--- src/rtl/rob_commit_unit_if.sv ---
// Retirement-port bundle between the ROB head and the commit unit.
//
// Purpose: carries the retire handshake, the head entry, the ROB empty
// flag, the architectural regfile write port, the store-buffer release
// handshake, trap/flush signalling and the retired-instruction count.
//
// Signals:
//   retire_valid        ROB -> commit   head entry valid
//   retire_entry        ROB -> commit   head entry (rob_entry_t)
//   retire_ready        commit -> ROB   head accepted this cycle
//   rob_empty           ROB -> commit   ROB empty status
//   rf_we/waddr/wdata   commit -> RF    architectural register write
//   store_commit_valid  commit -> SB    release oldest store
//   store_commit_ready  SB -> commit    store buffer accepts release
//   flush               commit -> all   global pipeline flush
//   trap_valid/epc/cause commit -> CSR  trap taken, its PC and cause
//   instret             commit -> CSR   retired-instruction count
//
// Modports: master = ROB/environment side, slave = commit unit.
interface rob_commit_unit_if #(
    parameter int XLEN = 32
);
    typedef logic [4:0] exception_code_t;

    typedef struct packed {
        logic [XLEN-1:0]  pc;
        logic             has_dest;
        logic [4:0]       dest_reg;
        logic [XLEN-1:0]  result;
        logic             exception;
        exception_code_t  exception_code;
        logic             is_store;
    } rob_entry_t;

    logic            retire_valid;
    rob_entry_t      retire_entry;
    logic            retire_ready;
    logic            rob_empty;

    logic            rf_we;
    logic [4:0]      rf_waddr;
    logic [XLEN-1:0] rf_wdata;

    logic            store_commit_valid;
    logic            store_commit_ready;

    logic            flush;
    logic            trap_valid;
    logic [XLEN-1:0] trap_epc;
    exception_code_t trap_cause;

    logic [63:0]     instret;

    modport master (
        output retire_valid, retire_entry, rob_empty, store_commit_ready,
        input  retire_ready, rf_we, rf_waddr, rf_wdata, store_commit_valid,
               flush, trap_valid, trap_epc, trap_cause, instret
    );

    modport slave (
        input  retire_valid, retire_entry, rob_empty, store_commit_ready,
        output retire_ready, rf_we, rf_waddr, rf_wdata, store_commit_valid,
               flush, trap_valid, trap_epc, trap_cause, instret
    );
endinterface

--- src/rtl/rob_commit_unit.sv ---
// ROB commit unit: retires head entries in program order.
//
// Purpose: writes retiring results into the architectural register file,
// releases committed stores to the store buffer, turns an excepting entry
// into a one-cycle trap + flush and then waits for the ROB to drain, and
// counts retired instructions.
//
// Ports:
//   clk_i  clock, rising edge
//   rst_i  synchronous active-high reset; all outputs forced to 0 while high
//   bus    rob_commit_unit_if.slave (see interface header for signal list)
//
// Timing: retire_ready and store_commit_valid are combinational; all other
// outputs are registered and appear the cycle after the retire handshake.
module rob_commit_unit #(
    parameter int CONFIG_XLEN     = 32,
    parameter int CONFIG_ROB_SIZE = 16
) (
    input  logic               clk_i,
    input  logic               rst_i,
    rob_commit_unit_if.slave   bus
);

    typedef enum logic [1:0] {
        RUN   = 2'd0,
        TRAP  = 2'd1,
        DRAIN = 2'd2
    } state_t;

    localparam int DRAIN_LIMIT = 4 * CONFIG_ROB_SIZE;
    localparam int DRAIN_W     = $clog2(DRAIN_LIMIT + 2);

    state_t                  state_reg, state_next;
    logic                    rf_we_reg, rf_we_next;
    logic [4:0]              rf_waddr_reg, rf_waddr_next;
    logic [CONFIG_XLEN-1:0]  rf_wdata_reg, rf_wdata_next;
    logic                    flush_reg, flush_next;
    logic                    trap_valid_reg, trap_valid_next;
    logic [CONFIG_XLEN-1:0]  trap_epc_reg, trap_epc_next;
    logic [4:0]              trap_cause_reg, trap_cause_next;
    logic [63:0]             instret_reg, instret_next;
    logic [DRAIN_W-1:0]      drain_cnt_reg, drain_cnt_next;

    logic                    retire_ready;
    logic                    store_commit_valid;
    logic                    head_store;

    // A non-excepting store at the head needs the store buffer to take it
    // in the same cycle, otherwise the head must stall.
    assign head_store = bus.retire_valid && bus.retire_entry.is_store
                        && !bus.retire_entry.exception;

    always_comb begin
        state_next         = state_reg;
        rf_we_next         = 1'b0;
        rf_waddr_next      = rf_waddr_reg;
        rf_wdata_next      = rf_wdata_reg;
        flush_next         = 1'b0;
        trap_valid_next    = 1'b0;
        trap_epc_next      = trap_epc_reg;
        trap_cause_next    = trap_cause_reg;
        instret_next       = instret_reg;
        drain_cnt_next     = '0;
        retire_ready       = 1'b0;
        store_commit_valid = 1'b0;

        case (state_reg)
            RUN: begin
                retire_ready       = !(head_store && !bus.store_commit_ready);
                store_commit_valid = head_store;
                if (bus.retire_valid && retire_ready) begin
                    if (bus.retire_entry.exception) begin
                        // Excepting entry does not count as retired.
                        state_next      = TRAP;
                        flush_next      = 1'b1;
                        trap_valid_next = 1'b1;
                        trap_epc_next   = bus.retire_entry.pc;
                        trap_cause_next = bus.retire_entry.exception_code;
                    end else begin
                        rf_we_next    = bus.retire_entry.has_dest
                                        && (bus.retire_entry.dest_reg != 5'd0);
                        rf_waddr_next = bus.retire_entry.dest_reg;
                        rf_wdata_next = bus.retire_entry.result;
                        instret_next  = instret_reg + 64'd1;
                    end
                end
            end
            TRAP: begin
                state_next = DRAIN;
            end
            DRAIN: begin
                // Saturating count of cycles spent draining.
                if (drain_cnt_reg != DRAIN_W'(DRAIN_LIMIT + 1))
                    drain_cnt_next = drain_cnt_reg + DRAIN_W'(1);
                else
                    drain_cnt_next = drain_cnt_reg;
                if (bus.rob_empty)
                    state_next = RUN;
            end
            default: begin
                state_next = RUN;
            end
        endcase
    end

    always_ff @(posedge clk_i) begin
        if (rst_i) begin
            state_reg      <= RUN;
            rf_we_reg      <= 1'b0;
            rf_waddr_reg   <= '0;
            rf_wdata_reg   <= '0;
            flush_reg      <= 1'b0;
            trap_valid_reg <= 1'b0;
            trap_epc_reg   <= '0;
            trap_cause_reg <= '0;
            instret_reg    <= '0;
            drain_cnt_reg  <= '0;
        end else begin
            state_reg      <= state_next;
            rf_we_reg      <= rf_we_next;
            rf_waddr_reg   <= rf_waddr_next;
            rf_wdata_reg   <= rf_wdata_next;
            flush_reg      <= flush_next;
            trap_valid_reg <= trap_valid_next;
            trap_epc_reg   <= trap_epc_next;
            trap_cause_reg <= trap_cause_next;
            instret_reg    <= instret_next;
            drain_cnt_reg  <= drain_cnt_next;
        end
    end

    // Combinational outputs are gated so nothing is offered during reset.
    assign bus.retire_ready       = retire_ready && !rst_i;
    assign bus.store_commit_valid = store_commit_valid && !rst_i;
    assign bus.rf_we              = rf_we_reg;
    assign bus.rf_waddr           = rf_waddr_reg;
    assign bus.rf_wdata           = rf_wdata_reg;
    assign bus.flush              = flush_reg;
    assign bus.trap_valid         = trap_valid_reg;
    assign bus.trap_epc           = trap_epc_reg;
    assign bus.trap_cause         = trap_cause_reg;
    assign bus.instret            = instret_reg;

    // A drain that outlasts several ROB turnovers means the ROB never empties.
    a_drain_timeout: assert property (
        @(posedge clk_i) disable iff (rst_i)
        drain_cnt_reg <= DRAIN_W'(DRAIN_LIMIT)
    );

    // A stalled head in RUN must be held steady by the ROB until accepted.
    a_head_stable: assert property (
        @(posedge clk_i) disable iff (rst_i)
        (state_reg == RUN && bus.retire_valid && !retire_ready)
            |=> $stable(bus.retire_entry)
    );

endmodule

--- src/flat_wrapper.sv ---
// flat-port wrapper written by rule: the top's interface ports become plain ports
module rob_commit_unit_flat 
#(
    parameter int CONFIG_XLEN     = 32,
    parameter int CONFIG_ROB_SIZE = 16
)
  (clk_i, rst_i, bus_retire_valid, bus_retire_entry, bus_rob_empty, bus_store_commit_ready, bus_retire_ready, bus_rf_we, bus_rf_waddr, bus_rf_wdata, bus_store_commit_valid, bus_flush, bus_trap_valid, bus_trap_epc, bus_trap_cause, bus_instret);
  rob_commit_unit_if #(.XLEN(32)) bus_i ();
  input  logic clk_i;
  input  logic rst_i;
  input wire logic [$bits(bus_i.retire_valid)-1:0] bus_retire_valid;
  input wire logic [$bits(bus_i.retire_entry)-1:0] bus_retire_entry;
  input wire logic [$bits(bus_i.rob_empty)-1:0] bus_rob_empty;
  input wire logic [$bits(bus_i.store_commit_ready)-1:0] bus_store_commit_ready;
  output wire logic [$bits(bus_i.retire_ready)-1:0] bus_retire_ready;
  output wire logic [$bits(bus_i.rf_we)-1:0] bus_rf_we;
  output wire logic [$bits(bus_i.rf_waddr)-1:0] bus_rf_waddr;
  output wire logic [$bits(bus_i.rf_wdata)-1:0] bus_rf_wdata;
  output wire logic [$bits(bus_i.store_commit_valid)-1:0] bus_store_commit_valid;
  output wire logic [$bits(bus_i.flush)-1:0] bus_flush;
  output wire logic [$bits(bus_i.trap_valid)-1:0] bus_trap_valid;
  output wire logic [$bits(bus_i.trap_epc)-1:0] bus_trap_epc;
  output wire logic [$bits(bus_i.trap_cause)-1:0] bus_trap_cause;
  output wire logic [$bits(bus_i.instret)-1:0] bus_instret;
  assign bus_i.retire_valid = bus_retire_valid;
  assign bus_i.retire_entry = bus_retire_entry;
  assign bus_i.rob_empty = bus_rob_empty;
  assign bus_i.store_commit_ready = bus_store_commit_ready;
  assign bus_retire_ready = bus_i.retire_ready;
  assign bus_rf_we = bus_i.rf_we;
  assign bus_rf_waddr = bus_i.rf_waddr;
  assign bus_rf_wdata = bus_i.rf_wdata;
  assign bus_store_commit_valid = bus_i.store_commit_valid;
  assign bus_flush = bus_i.flush;
  assign bus_trap_valid = bus_i.trap_valid;
  assign bus_trap_epc = bus_i.trap_epc;
  assign bus_trap_cause = bus_i.trap_cause;
  assign bus_instret = bus_i.instret;
  rob_commit_unit #(.CONFIG_XLEN(CONFIG_XLEN), .CONFIG_ROB_SIZE(CONFIG_ROB_SIZE)) u_core (.clk_i(clk_i), .rst_i(rst_i), .bus(bus_i));
endmodule
--- config.mk ---
export PLATFORM = sky130hd
export DESIGN_NAME = rob_commit_unit_flat
export DESIGN_NICKNAME = d
export VERILOG_FILES = /design/src/rtl/rob_commit_unit_if.sv /design/src/rtl/rob_commit_unit.sv /design/src/flat_wrapper.sv
export SDC_FILE = /design/constraint.sdc
export NUM_CORES = 1
export LEC_CHECK = 0
export CORE_ASPECT_RATIO = 1.1
export CORE_MARGIN = 3
export CORE_UTILIZATION = 42
export CTS_CLUSTER_DIAMETER = 200
export DETAILED_ROUTE_END_ITERATION = 8
export GPL_ROUTABILITY_DRIVEN = 0
export PLACE_DENSITY = 0.86
export SLEW_MARGIN = 0
export SYNTH_ARGS = -nofsm -noshare
export SYNTH_HDL_FRONTEND = slang
export SYNTH_SLANG_ARGS = --single-unit
--- constraint.sdc ---
create_clock -name clk_i -period 2.43 [get_ports clk_i]
set_input_delay 0.243 -clock clk_i [delete_from_list [all_inputs] [get_ports clk_i]]
set_output_delay 0.243 -clock clk_i [all_outputs]
set_load 0.01 [all_outputs]
==> out/qor.yml, run 1 <==
root_buffer: "clkbuf_16"
area_growth_pct: 53.97
first_iter_violations: 573
tns_ns: 0
holdWs_ns: 0.3645
pre_cts_ws_ns: 0.04250
ys_types: 39
nets: 1042
worst-path-max-fanout: 6
yosysTopAreaCell: "dfxtp_1"
cts_inserted_buffers: 17
final_common_cell: "clkdlybuf4s50_1"
cts.clk_slew.worst_paths_ns: 0.06
grt_max_degree: 149
grt.met3_usage_pct: 10.27
clock_latency_ns: 0.42
die_area_um2: 15490
route.antenna.remaining_nets: 0
r2r_cells: 5
cap_violations: 0
dp_hpwl_mm: 12.98
netlist_instances: 731
num_vias: 6340
nFillCells: 1071
overflow: 0
htreeDepth: 4
pin_count: 225
drc_errors: 0
mostFrequentLayoutCells: "clkdlybuf4s50_1, nand2_1, dfxtp_1"
slew_headroom_pct: 55.70
ys_async_sr_fraction_pct: 0
post-cts-setup-buffers: 0
timing.fmax_mhz: 428.5
synth_seq_area_share_pct: 48.24
rr_startpoint: "u_core.bus.instret[32]"
tightestPinTransition_ns: 0.6646
drive_above_1_share_pct: 7.716
worstPathRequired_ns: 2.19
synthFlopType: "dfxtp_1"
io_buffers: 224
regToRegSetupSlack_ns: 0.19
min_period_ns: 2.334
final_hold_viol_count: 0
critPathCapture: "bus_retire_ready"
synth_area_um2: 5893
status: "complete, no violations"
die_h_um: 130.2
yosysTopAreaCellShare_pct: 48.24
cts_tree: "done"
grt_first_pass_wirelength_mm: 29.77
synthesis.nets: 814
initial_core_util_pct: 43.69
critical_path_class: "in2out"
min_path_type: "in2reg"
grt.total_usage_pct: 23.65
layout_setup_ws_ns: 0.09650
wirelength_mm: 18.68
clockBufferDepth: 2
period_share_pct: 96.03
antenna_found_initial: 0
use_met2_pct: 40.94
cp-end-kind: "output pin"
r2r_end: "u_core.bus.instret[58]"
gr-max-usage-layer: "met2"
diodes: 0
irDropWorstVdd_mv: 0.5421
yosysWarnings: 0
synth_edf_count: 0
cp.arrival_ns: 2.09
ys_ff_latch: 142
finalClockSkew_ns: 0.01088
grt_pass1_vias: 6059
synthTopCellsByArea: "dfxtp_1, nand2_1, a21oi_1"
start_kind: "input port"
startpoint: "bus_retire_valid"
die_w_um: 118.9
grt_util_met1_pct: 26.17
firstDrtPassIters: 7
largest_reg_flops: 64
core_um2: 13490
powerDensity_nw_per_um2: 615.3
rows: 44
synth.avg_cell_area_um2: 8.062
cts.sinks: 142
p_leak_nw: 3.047
drv_slew: 0
viasPerCell: 5.484
wl_per_cell_um: 16.16
cts-resized-gates: 0
finalSetupViolCount: 0
rsz0062_at_grt: "no"
cts_hold_buf: 0
kinds of logic (layout without fill, tap and decap cells):
logic type	Yosys count	count (layout)	synth area share, %
and+or+nand+nor	352	352	29.66
AOI/OAI and AO/OA	164	164	15.29
DFF	142	142	48.24
buffers and inverters	52	293	3.397
xor gates and xnor gates	14	14	2.081
muxes	6	6	1.125
adders and majority gates	1	1	0.2123
how the worst min path moves through the flow:
| stage | end | slack, ns | from | cells past startpoint |
|---|---|---|---|---|
| final | u_core.bus.rf_wdata[5] | 0.36 | bus_retire_entry[12] | 3 |
| after global routing | u_core.bus.rf_wdata[5] | 0.36 | bus_retire_entry[12] | 3 |
| after CTS | u_core.bus.trap_epc[30] | 0.35 | bus_retire_entry[75] | 3 |
| after detailed placement | u_core.bus.rf_wdata[10] | 0.45 | u_core.bus.rf_wdata[10] | 2 |
| after global placement | u_core.bus.trap_epc[19] | 0.44 | u_core.bus.trap_epc[19] | 2 |
| after floorplan | u_core.bus.rf_waddr[0] | 0.38 | bus_retire_entry[39] | 2 |
cell type report:
class / instances / area [um2] / area share (%)
timing repair buffer: 252 / 2500 / 27.55
multi-input combinational: 537 / 2861 / 31.54
sequential: 142 / 2843 / 31.33
clock inverter: 13 / 162.7 / 1.793
inverter: 9 / 33.78 / 0.3723
tap: 184 / 230.2 / 2.537
clock buffer: 19 / 442.9 / 4.881
per-layer routing:
layer	wire length, um	vias up	share of wire [%]
li1	-	3052	-
met1	7099	2986	38
met2	9384	266	50
met3	1821	36	9.7
met4	373	0	2.0
met5	0	-	0
cell usage after synthesis, types with 3 or more instances:
library cell / number
xnor2_1: 9
and3_1: 11
inv_1: 9
nand2_1: 175
xor2_1: 5
nor2b_1: 7
nand4_1: 25
nor4_1: 5
dfxtp_1: 142
clkbuf_1: 36
and4_1: 6
a21oi_1: 118
a31o_2: 3
or3_1: 18
nor2_1: 31
and2_1: 5
nand3_1: 27
buf_1: 5
nor3_1: 7
or4_1: 22
mux2_2: 5
o21ai_0: 17
o31ai_1: 22
critical path, cell delays in order:
cell and delay [ns]:
clkdlybuf4s50_1 0.43, nor2b_1 0.16, buf_4 0.16, a2111oi_1 0.39
buf_4 0.18, clkdlybuf4s50_1 0.52
stage by stage:
step                utilization [%]  area (um2)  power [mW]  instances
floorplan                         -        5893       2.645        731
global placement              62.71        8458       2.950       1124
detailed placement            62.71        8458       2.959       1124
CTS                           67.20        9064       5.621       1156
global route                  67.27        9074       5.763       1156
finish                        67.27        9074       5.583       1156
power by group:
| group | switching [mW] | internal, mW | total, mW | leakage (nW) |
|---|---|---|---|---|
| Sequential | 0.0305 | 2.39 | 2.42 | 1.15 |
| Combinational | 0.223 | 0.270 | 0.493 | 1.61 |
| Clock | 1.03 | 1.64 | 2.67 | 0.290 |
(Power assumes the default switching activity.)
==> run 2, diff against run 1 <==
CORE_UTILIZATION = 44   (was 42)
PLACE_DENSITY = 0.89   (was 0.86)
==> run 2 against run 1 <==
- final cell count shrank 2.3%
- sequential share of layout area grew 0.40 points
- register-to-register slack gained 0.09 ns
==> out/qor.yml, run 2 (synthesis results as in run 1) <==
antenna_found_initial: 0
die_area_um2: 14820
timing.fmax_mhz: 435.3
rsz0062_at_grt: "no"
grt_pass1_vias: 5916
p_leak_nw: 2.997
min_period_ns: 2.297
nets: 1043
overflow: 0
mostFrequentLayoutCells: "clkdlybuf4s50_1, nand2_1, dfxtp_1"
cts.clk_slew.worst_paths_ns: 0.06
clockBufferDepth: 2
switchingPower_mw: 1.239
wirelength_mm: 18.57
cp-end-kind: "output pin"
route.antenna.remaining_nets: 0
first_iter_violations: 542
largest_reg_flops: 64
start_kind: "input port"
wl_per_cell_um: 16.45
cts_tree: "done"
grt.total_usage_pct: 25.09
powerDensity_nw_per_um2: 592.0
cts_inserted_buffers: 17
layoutNonFillerInstCount: 1129
final_hold_viol_count: 0
critical_path_class: "in2out"
initial_core_util_pct: 45.83
drc_errors: 0
dp_hpwl_mm: 13.04
core_um2: 12860
status: "complete, no violations"
root_buffer: "clkbuf_16"
numPlacedInstances: 1097
r2r_cells: 7
num_vias: 6327
finalClockSkew_ns: 0.005807
pin_count: 225
cap_violations: 0
htreeDepth: 4
grt_max_degree: 149
cp.arrival_ns: 2.05
nFillCells: 979
io_buffers: 224
p_comb_share_pct: 9.1
p_int_mw: 4.065
min_path_type: "in2reg"
finalSetupViolCount: 0
area_growth_pct: 52.04
rows: 43
drv_slew: 0
drive_above_1_share_pct: 7.716
cts.sinks: 142
worstPathRequired_ns: 2.19
final_common_cell: "clkdlybuf4s50_1"
swShare_pct: 23.36
worst-path-max-fanout: 4
die_h_um: 127.4
power.share.clock_pct: 45.2
die_w_um: 116.3
viasPerCell: 5.604
tns_ns: 0
period_share_pct: 94.53
cts_hold_buf: 0
irDropWorstVdd_mv: 0.4061
clock_latency_ns: 0.42
firstDrtPassIters: 5
slew_headroom_pct: 57.04
power_frac_seq_pct: 45.6
cts-resized-gates: 0
tightestPinTransition_ns: 0.6444
grt_first_pass_wirelength_mm: 29.49
min_path_cells: 3
total_power_mw: 5.304
diodes: 0
-- run 2: repair_timing --
item / in CTS / in global routing
endpoints found under the hold margin: 0 / 0
setup buffers: 0 / 1
setup endpoints to repair: 0 / 3
-- run 2: through the flow --
step | cell area (um2) | setup slack, ns | util, % | hold slack, ns
after floorplan | 5893 | 0.3025 | - | 0.3790
after global routing | 8960 | 0.05976 | 69.68 | 0.3552
final | 8960 | 0.1329 | 69.68 | 0.3608
after CTS | 8952 | 0.1300 | 69.62 | 0.3422
after global placement | 8412 | 0.006172 | 65.42 | 0.4401
after detailed placement | 8412 | -0.1237 | 65.42 | 0.4458
-- run 2: power groups by stage --
| stage | clock network, mW | logic, mW | registers, mW |
|---|---|---|---|
| 3_5_place_dp | 0 | 0.484 | 2.47 |
| 2_1_floorplan | 0 | 0.149 | 2.50 |
| 4_1_cts | 2.44 | 0.488 | 2.42 |
| 5_1_grt | 2.53 | 0.524 | 2.43 |
| 6_report | 2.40 | 0.485 | 2.42 |
| 3_3_place_gp | 0 | 0.477 | 2.47 |
-- run 2: worst paths after layout --
check                          startpoint                      end  slack (ns)
hold reg to reg   u_core.bus.trap_epc[21]  u_core.bus.trap_epc[21]        0.45
setup reg to reg   u_core.bus.instret[24]   u_core.bus.instret[54]        0.28
hold / removal       bus_retire_entry[36]  u_core.bus.rf_wdata[29]        0.36
setup / recovery         bus_retire_valid   bus_store_commit_valid        0.13
-- run 2: critical path, cell delays in order --
cell	delay (ns)
clkdlybuf4s50_1	0.48
nor2b_1	0.35
buf_4	0.19
and4b_1	0.23
clkdlybuf4s50_1	0.55
-- run 2: area by class of cell --
class,count,area [um2],share of cell area [%]
Tap cell,157,196.4,2.192
Inverter,9,33.78,0.3770
Multi-Input combinational cell,537,2851,31.83
Clock inverter,12,97.59,1.089
Sequential cell,142,2843,31.73
Clock buffer,19,442.9,4.943
Timing Repair Buffer,253,2495,27.85
-- run 2: routing by layer --
metal,vias up,wire [um],GRT usage (%)
met4,0,520,10.38
met3,41,1867,10.37
met2,297,9150,41.11
met1,2938,7031,28.72
li1,3051,-,-
met5,-,0,0
==> run 3, diff against run 2 <==
GPL_TIMING_DRIVEN = 0   (was unset)
==> run 3 against run 2 <==
- combinational power rose by 3%
- count of clock-buffer cells in the layout rose by 7
- worst setup slack got worse by 0.065 ns
- clock power rose by 5%
- via count rose by 1.6%
- flip-flop and latch count did not move
- first-iteration DRC count rose by 0.55%
- global-route usage rose by 1.6 points
- sequential share of layout area fell by 0.14 points
- maximum frequency fell by 2.8%
- critical path type is now reg2reg
- critical endpoint is now u_core.bus.instret[50]
- highest routed layer unchanged
==> out/qor.yml, run 3 (synthesis results as in run 1) <==
status: "complete, no violations"
hold_end: "u_core.bus.trap_epc[13]"
worst-path-max-fanout: 10
grt_max_degree: 17
min_path_type: "in2reg"
regToRegSetupSlack_ns: 0.07
area_growth_pct: 52.78
r2r_cells: 8
mostFrequentLayoutCells: "clkdlybuf4s50_1, nand2_1, dfxtp_1"
cp_num_buf_inv: 3
wirelength_mm: 19.99
viasPerCell: 5.602
clockBufferDepth: 2
tightestPinTransition_ns: 0.7285
pin_count: 225
grt.total_usage_pct: 26.65
cts_inserted_buffers: 17
cpPeakStageDelay_ns: 0.44
initial_core_util_pct: 45.83
slew_headroom_pct: 51.43
hp-start: "bus_retire_entry[58]"
route.antenna.remaining_nets: 0
final_util_pct: 70.02
tns_ns: 0
period_share_pct: 97.21
root_buffer: "clkbuf_16"
path_cells: "nand4_1, nor4b_4, buf_4, nand3_2, buf_2, clkbuf_2, o31ai_1, a21oi_1"
die_area_um2: 14820
final_common_cell: "clkdlybuf4s50_1"
rsz0062_at_grt: "yes"
clock_latency_ns: 0.42
cap_violations: 0
critical_path_class: "reg2reg"
cts.sinks: 142
numPlacedInstances: 1112
rr_startpoint: "u_core.bus.instret[6]"
drive_above_1_share_pct: 6.054
min_path_cells: 3
first_iter_violations: 545
layoutNonFillerInstCount: 1148
diodes: 0
worstPathRequired_ns: 2.71
met3_length_mm: 2.004
min_period_ns: 2.362
grt_first_pass_wirelength_mm: 30.89
timing.fmax_mhz: 423.3
overflow: 0
cp_top_family: "simple AND/OR/NAND/NOR gates"
rows: 43
drc_errors: 0
finalSetupViolCount: 0
cts.clk_slew.worst_paths_ns: 0.06
route.met2.wl_mm: 9.956
slowest_stage: "dfxtp_1"
maxUsedRoutingLayer: "met4"
nets: 1061
die_w_um: 116.3
cp-end-kind: "register"
cts_tree: "done"
num_vias: 6431
r2r_end: "u_core.bus.instret[50]"
total_power_mw: 5.433
antenna_found_initial: 0
firstDrtPassIters: 5
dp_hpwl_mm: 14.81
wl_per_cell_um: 17.41
met1Wirelength_mm: 7.424
start_kind: "register"
htreeDepth: 4
drv_slew: 0
final_hold_viol_count: 0
holdWs_ns: 0.3697
p_leak_nw: 3.012
cts_hold_buf: 0
grt_pass1_vias: 6208
irDropWorstVdd_mv: 0.4619
die_h_um: 127.4
largest_reg_flops: 64
core_um2: 12860
finalClockSkew_ns: 0.007866
io_buffers: 224
powerDensity_nw_per_um2: 603.4
cp.arrival_ns: 2.64
## run 3: power breakdown
group | total [mW] | switching, mW | internal [mW] | leakage (nW)
logic | 0.501 | 0.235 | 0.266 | 1.58
clock network | 2.51 | 0.950 | 1.56 | 0.276
registers | 2.42 | 0.0309 | 2.39 | 1.15
## run 3: routing by layer
layer / vias to the layer above / GRT usage (%)
met5: - / 0
met2: 308 / 44.34
met4: 0 / 11.74
met1: 2985 / 29.69
met3: 56 / 10.90
li1: 3082 / -
## run 3: worst reg2reg max path, cell delays in order, from the launching register on
cell	delay (ns)
dfxtp_1	0.44
nand4_1	0.21
nor4b_4	0.26
buf_4	0.19
nand3_2	0.22
buf_2	0.27
clkbuf_2	0.22
o31ai_1	0.33
a21oi_1	0.10
## run 3: cell type report
type,instances,area [um2]
Timing Repair Buffer,229,2278
Multi-Input combinational cell,537,2915
Fill cell,995,3855
Clock inverter,6,83.83
Sequential cell,142,2844
Tap cell,157,196.4
Clock buffer,26,479.2
Inverter,9,33.78
Buffer,42,172.7
## run 3: per-stage QoR
stage                     instance area, um2  setup WS (ns)
after global routing                    9004       -0.05113
final                                   9004        0.06777
after global placement                  8332        -0.4525
after detailed placement                8332        -0.4406
after floorplan                         5893         0.3025
after CTS                               8951       0.002039
## run 3: how the worst max path moves through the flow
| stage | start | end | slack [ns] | cells past startpoint |
|---|---|---|---|---|
| floorplan | u_core.bus.instret[24] | u_core.bus.instret[63] | 0.30 | 5 |
| global placement | rst_i | bus_retire_ready | -0.45 | 5 |
| detailed placement | bus_retire_valid | u_core.bus.instret[59] | -0.44 | 8 |
| CTS | rst_i | bus_retire_ready | 0.002 | 5 |
| global route | u_core.bus.instret[6] | u_core.bus.instret[50] | -0.05 | 8 |
| finish | u_core.bus.instret[6] | u_core.bus.instret[50] | 0.07 | 8 |
## run 3: repair_timing
action | 4_1_cts | 5_1_grt
cloned | 0 | 0
setup buffers | 2 | 3
gates resized for setup | 10 | 15
pin swaps | 2 | 1
hold endpoints to repair | 0 | 0
setup endpoints to repair | 27 | 38
